File: src/rtl/ex_stage.sv
// Execute stage of the five-stage RV32IM pipeline.
//
// Resolves operand forwarding from MEM/WB and computes single-cycle ALU and MUL results.
// DIV/DIVU/REM/REMU run on a 32-step restoring divider. The stage holds the front of the
// pipe through stall_req_o while the divider is busy.
//
// Ports:
//   clk, rst                       clock, synchronous active-high reset
//   alusel                         operation select (0 NOP .. 15 REMU, 16-31 NOP)
//   s1data, s2data                 operand values from ID/EX
//   rd, regwe                      destination register and write enable
//   reg1addr/reg2addr, reg1en/en2  source register addresses and forwarding eligibility
//   mem_rd/mem_regwe/mem_wdata     result currently in MEM
//   wb_rd/wb_regwe/wb_wdata        result currently in WB
//   wdata_o, rd_o, regwe_o         result to EX/MEM (regwe_o = 0 is a bubble)
//   stall_req_o                    hold PC, IF/ID and ID/EX
module ex_stage #(
  parameter int unsigned XLEN = 32
) (
  input  logic            clk,
  input  logic            rst,
  input  logic [4:0]      alusel,
  input  logic [XLEN-1:0] s1data,
  input  logic [XLEN-1:0] s2data,
  input  logic [4:0]      rd,
  input  logic            regwe,
  input  logic [4:0]      reg1addr,
  input  logic [4:0]      reg2addr,
  input  logic            reg1en,
  input  logic            reg2en,
  input  logic [4:0]      mem_rd,
  input  logic            mem_regwe,
  input  logic [XLEN-1:0] mem_wdata,
  input  logic [4:0]      wb_rd,
  input  logic            wb_regwe,
  input  logic [XLEN-1:0] wb_wdata,
  output logic [XLEN-1:0] wdata_o,
  output logic [4:0]      rd_o,
  output logic            regwe_o,
  output logic            stall_req_o
);

  localparam logic [4:0] OpAdd  = 5'd1;
  localparam logic [4:0] OpSub  = 5'd2;
  localparam logic [4:0] OpAnd  = 5'd3;
  localparam logic [4:0] OpOr   = 5'd4;
  localparam logic [4:0] OpXor  = 5'd5;
  localparam logic [4:0] OpSll  = 5'd6;
  localparam logic [4:0] OpSrl  = 5'd7;
  localparam logic [4:0] OpSra  = 5'd8;
  localparam logic [4:0] OpSlt  = 5'd9;
  localparam logic [4:0] OpSltu = 5'd10;
  localparam logic [4:0] OpMul  = 5'd11;
  localparam logic [4:0] OpDiv  = 5'd12;
  localparam logic [4:0] OpDivu = 5'd13;
  localparam logic [4:0] OpRem  = 5'd14;
  localparam logic [4:0] OpRemu = 5'd15;

  localparam logic [XLEN-1:0] MinNeg = {1'b1, {(XLEN-1){1'b0}}};

  typedef enum logic [1:0] {StIdle, StBusy, StDone} div_state_e;

  div_state_e      state_q, state_d;
  logic [4:0]      cnt_q, cnt_d;
  logic [XLEN-1:0] quo_q, quo_d;
  logic [XLEN-1:0] rem_q, rem_d;
  logic [XLEN-1:0] dvsr_q, dvsr_d;
  logic            is_rem_q, is_rem_d;
  logic            neg_q, neg_d;

  logic [XLEN-1:0] op1, op2;
  logic [XLEN-1:0] alu_res;
  logic            alu_we;
  logic [XLEN-1:0] mul_lo;
  logic            is_div, div_signed, div_zero, div_ovf, div_start, div_rem;
  logic [XLEN-1:0] op1_abs, op2_abs;
  logic [XLEN:0]   rem_shift, rem_diff;
  logic [XLEN-1:0] res_raw, div_res;

  // Forwarding: MEM beats WB, x0 is never forwarded.
  always_comb begin
    op1 = s1data;
    if (reg1en && (reg1addr != 5'd0) && mem_regwe && (mem_rd == reg1addr)) begin
      op1 = mem_wdata;
    end else if (reg1en && (reg1addr != 5'd0) && wb_regwe && (wb_rd == reg1addr)) begin
      op1 = wb_wdata;
    end
    op2 = s2data;
    if (reg2en && (reg2addr != 5'd0) && mem_regwe && (mem_rd == reg2addr)) begin
      op2 = mem_wdata;
    end else if (reg2en && (reg2addr != 5'd0) && wb_regwe && (wb_rd == reg2addr)) begin
      op2 = wb_wdata;
    end
  end

  assign is_div     = (alusel >= OpDiv) && (alusel <= OpRemu);
  assign div_signed = (alusel == OpDiv) || (alusel == OpRem);
  assign div_rem    = (alusel == OpRem) || (alusel == OpRemu);
  assign div_zero   = (op2 == '0);
  assign div_ovf    = div_signed && (op1 == MinNeg) && (op2 == '1);
  assign div_start  = is_div && !div_zero && !div_ovf;
  assign op1_abs    = (div_signed && op1[XLEN-1]) ? -op1 : op1;
  assign op2_abs    = (div_signed && op2[XLEN-1]) ? -op2 : op2;
  assign mul_lo     = op1 * op2;

  // Single-cycle results, including the divider special cases that never enter the FSM.
  always_comb begin
    alu_res = '0;
    alu_we  = regwe;
    case (alusel)
      OpAdd:  alu_res = op1 + op2;
      OpSub:  alu_res = op1 - op2;
      OpAnd:  alu_res = op1 & op2;
      OpOr:   alu_res = op1 | op2;
      OpXor:  alu_res = op1 ^ op2;
      OpSll:  alu_res = op1 << op2[4:0];
      OpSrl:  alu_res = op1 >> op2[4:0];
      OpSra:  alu_res = $unsigned($signed(op1) >>> op2[4:0]);
      OpSlt:  alu_res = {{(XLEN-1){1'b0}}, $signed(op1) < $signed(op2)};
      OpSltu: alu_res = {{(XLEN-1){1'b0}}, op1 < op2};
      OpMul:  alu_res = mul_lo;
      OpDiv:  alu_res = div_zero ? '1 : MinNeg;
      OpDivu: alu_res = '1;
      OpRem:  alu_res = div_zero ? op1 : '0;
      OpRemu: alu_res = op1;
      default: begin
        alu_res = '0;
        alu_we  = 1'b0;
      end
    endcase
  end

  // One restoring step: shift the next dividend bit into the partial remainder.
  assign rem_shift = {rem_q, quo_q[XLEN-1]};
  assign rem_diff  = rem_shift - {1'b0, dvsr_q};
  assign res_raw   = is_rem_q ? rem_q : quo_q;
  assign div_res   = neg_q ? -res_raw : res_raw;

  always_comb begin
    state_d  = state_q;
    cnt_d    = cnt_q;
    quo_d    = quo_q;
    rem_d    = rem_q;
    dvsr_d   = dvsr_q;
    is_rem_d = is_rem_q;
    neg_d    = neg_q;
    unique case (state_q)
      StIdle: begin
        if (div_start) begin
          state_d  = StBusy;
          cnt_d    = 5'd0;
          quo_d    = op1_abs;
          rem_d    = '0;
          dvsr_d   = op2_abs;
          is_rem_d = div_rem;
          // Quotient is negative on sign mismatch; remainder follows the dividend.
          neg_d    = div_signed && (div_rem ? op1[XLEN-1] : (op1[XLEN-1] ^ op2[XLEN-1]));
        end
      end
      StBusy: begin
        if (!rem_diff[XLEN]) begin
          rem_d = rem_diff[XLEN-1:0];
          quo_d = {quo_q[XLEN-2:0], 1'b1};
        end else begin
          rem_d = rem_shift[XLEN-1:0];
          quo_d = {quo_q[XLEN-2:0], 1'b0};
        end
        cnt_d = cnt_q + 5'd1;
        if (cnt_q == 5'd31) begin
          state_d = StDone;
        end
      end
      StDone: state_d = StIdle;
      default: state_d = StIdle;
    endcase
  end

  always_comb begin
    wdata_o     = alu_res;
    rd_o        = rd;
    regwe_o     = alu_we;
    stall_req_o = 1'b0;
    unique case (state_q)
      StIdle: begin
        if (div_start) begin
          wdata_o     = '0;
          regwe_o     = 1'b0;
          stall_req_o = 1'b1;
        end
      end
      StBusy: begin
        wdata_o     = '0;
        regwe_o     = 1'b0;
        stall_req_o = 1'b1;
      end
      StDone: begin
        wdata_o = div_res;
        regwe_o = regwe;
      end
      default: ;
    endcase
    if (rst) begin
      wdata_o     = '0;
      rd_o        = 5'd0;
      regwe_o     = 1'b0;
      stall_req_o = 1'b0;
    end
  end

  always_ff @(posedge clk) begin
    if (rst) begin
      state_q  <= StIdle;
      cnt_q    <= 5'd0;
      quo_q    <= '0;
      rem_q    <= '0;
      dvsr_q   <= '0;
      is_rem_q <= 1'b0;
      neg_q    <= 1'b0;
    end else begin
      state_q  <= state_d;
      cnt_q    <= cnt_d;
      quo_q    <= quo_d;
      rem_q    <= rem_d;
      dvsr_q   <= dvsr_d;
      is_rem_q <= is_rem_d;
      neg_q    <= neg_d;
    end
  end

endmodule

File: config.mk
export PLATFORM = sky130hd
export DESIGN_NAME = ex_stage
export DESIGN_NICKNAME = d
export VERILOG_FILES = /design/src/rtl/ex_stage.sv
export SDC_FILE = /design/constraint.sdc
export NUM_CORES = 2
export LEC_CHECK = 0
export CAP_MARGIN = 20
export CORE_ASPECT_RATIO = 1.25
export CORE_UTILIZATION = 35
export DETAILED_ROUTE_END_ITERATION = 7
export PLACE_DENSITY = 0.53
export SETUP_SLACK_MARGIN = 0.1
export SYNTH_ARGS = -nofsm -noshare
export SYNTH_HDL_FRONTEND = slang
export SYNTH_SLANG_ARGS = --single-unit
File: constraint.sdc
create_clock -name clk -period 22 [get_ports clk]
set_input_delay 5.5 -clock clk [delete_from_list [all_inputs] [get_ports clk]]
set_output_delay 5.5 -clock clk [all_outputs]
set_load 0.02 [all_outputs]
==> results_dict.tcl <==
set metrics [dict create \
    run_status "finished clean" \
    cts_tree "built" \
    ys_async_sr_fraction 0 \
    critPathBufInv 10 \
    drtAntennaViolNets 0 \
    fp.dieW_um 284.4 \
    synth_edf_count 0 \
    period_needed_ps 21630 \
    clock-sinks 105 \
    drtIter0Drc 3846 \
    cp_slowest_stage_delay_ps 640 \
    die-area_um2 100900 \
    numCtsBuffers 9 \
    wl_mm 187.1 \
    dp_hpwl_mm 149.9 \
    slowest_stage "clkdlybuf4s50_1" \
    cap_violations 0 \
    grt_pass1_wl_mm 267.8 \
    slew_viol_final 0 \
    setup_violations 0 \
    globalRoute.totalOverflow 0 \
    path_delay_family "adder cells" \
    critPathLaunch "reg1addr[2]" \
    die_h_um 355.0 \
    clkLatencyLatePin_ps 380 \
    max_freq_mhz 46.24 \
    yosysTopAreaCell "fa_1" \
    cts-root-buf "clkbuf_16" \
    syn2layout_area_growth_pct 13.12 \
    antenna_found_initial 10 \
    post-route-period-util 0.9830 \
    num_io_pins 204 \
    cp_max_fo 16 \
    track_usage 0.3651 \
    synth_flop_cell "dfxtp_1" \
    crit_arrival_ps 16130 \
    ys_types 92 \
    nNetsFinal 5672 \
    cp.required_ps 16500 \
    cp-end-kind "output pin" \
    tightest_slew_ps 1169 \
    reg2reg_setup_slack_ps 16930 \
    grt_pass1_vias 37230 \
    setup_tns_ps 0 \
    r2r_start "quo_q[31]$_SDFFE_PP0P_" \
    cts_max_path_buffers 2 \
    syn_area_um2 34880 \
    wl_per_cell_um 30.35 \
    hold_start "quo_q[30]$_SDFFE_PP0P_" \
    gp_congestion 1.040 \
    drt-pass1-iter-count 6 \
    crit_type "input port to output pin" \
    synth_warnings 0 \
    ys_ff_latch 105 \
    io_buffers 203 \
    critPathMostFrequentCell "fa_1" \
    start_util 0.3525 \
    core.rowCount 129 \
    synthCells 4715 \
    drt-vias-per-instance 6.021 \
    grt_max_degree 91 \
    cts_htree_levels 3 \
    avgSynthCellArea_um2 7.398 \
    startpoint_type "input port" \
    clkSlewWorstSetupHoldPaths_ps 80 \
    core_um2 98940 \
    rsz0062_at_grt "no" \
    vias 37110 \
    synth_area_leaders "fa_1, ha_1, nor2_1" \
    drc 0 \
    drive_gt1_frac 0.07681 \
    yosysTopAreaCellShare 0.2359 \
    ys_seq_area_frac 0.06026 \
    syn-num-nets 5549 \
    relSlewSlack 0.2105 \
    hold_path.class "register to register" \
    skew_ps 9.167 \
    hold_violations 0 \
]
-- flip-flops by register name, indices dropped and copies added, names as in the netlist --
name,flops
cnt_q,5
quo_q,32
rem_q,32
state_q,2
neg_q,1
dvsr_q,32
is_rem_q,1
-- layout by cell type (no fill, tap or decap), drive strengths merged, types with 17 or more instances in the layout --
cell type	instances
nor2	647
inv	519
nand2	516
fa	411
a21oi	283
ha	258
o21ai	251
buf	235
clkdlybuf4s50	187
xnor2	174
mux2i	164
dfxtp	105
nor3	105
nand3	71
a31oi	67
a211oi	61
o211ai	59
a21o	52
xor2	41
or3	38
nand4	34
a221oi	33
o22ai	30
nand2b	29
and3	28
nor2b	28
o31ai	28
a22oi	25
a31o	24
clkinv	24
o221ai	23
o21a	22
nor4	22
a21boi	19
a22o	17
-- metrics by stage --
| step | utilization | cell area, um^2 | setup WS, ps | instances | hold WS, ps |
|---|---|---|---|---|---|
| finish | 0.3988 | 39460 | 374.5 | 6163 | 482.5 |
| global route | 0.3987 | 39450 | 109.6 | 6160 | 511.7 |
| CTS | 0.3983 | 39410 | 353.9 | 6151 | 480.9 |
| detailed placement | 0.3955 | 39130 | 443.1 | 6135 | 470.1 |
| global placement | 0.3955 | 39130 | 375.5 | 6134 | 458.0 |
| floorplan | - | 34880 | 1614 | 4715 | 444.7 |
-- cells in the mapped netlist, drive strengths merged (41+ instances only) --
cell and count:
a211oi 61, a21o 52, a21oi 283, a31oi 67, buf 109, clkbuf 201
dfxtp 105, fa 411, ha 258, inv 516, mux2i 164, nand2 516
nand3 71, nor2 647, nor3 105, o211ai 59, o21ai 251, xnor2 174
xor2 41
-- tightest hold or removal path: stages, from the launching register on --
cell and delay, ps:
dfxtp_1 330, nand2_1 60, a21oi_1 50
-- cell type report --
cell class	instances	area, um^2
tap	1310	1639
clock inverter	5	46.29
fill	10410	59480
inverter	538	2021
multi-input combinational	3762	29660
sequential	105	2103
clock buffer	11	232.7
timing repair buffer	422	3731
antenna	10	25.02
-- cells by family (layout without fill, tap and decap cells) --
group / after synthesis / count (layout) / share of synthesized area
other cells: 0 / 10 / 0
flops: 105 / 105 / 0.06026
fa+ha+maj: 669 / 669 / 0.3284
buf+inv: 848 / 976 / 0.09484
xor+xnor: 220 / 220 / 0.05721
compound gates: 1116 / 1116 / 0.2108
mux: 177 / 177 / 0.05126
simple gates: 1580 / 1580 / 0.1972
-- final timing paths --
path              depth (start not counted)                      to
setup / recovery                         34             wdata_o[27]
hold reg to reg                           2  quo_q[30]$_SDFFE_PP0P_
setup reg to reg                         17  rem_q[19]$_SDFFE_PP0P_
hold / removal                            2  quo_q[30]$_SDFFE_PP0P_
-- routing by layer --
layer	up-vias	wire length (um)	GRT usage
met5	-	21	0
met4	4	15110	0.2486
met3	604	15850	0.06590
met2	1966	84380	0.5877
met1	18300	71700	0.4437
li1	16230	-	-
-- repair_timing --
action | 4_1_cts | 5_1_grt
gates resized for setup | 0 | 2
buffers inserted | 0 | 0
endpoints found under the setup margin | 0 | 2
hold buffers | 0 | 0
Power is not shown: default switching activity piles up to over one toggle a cycle in this logic, so the estimate is an artifact.
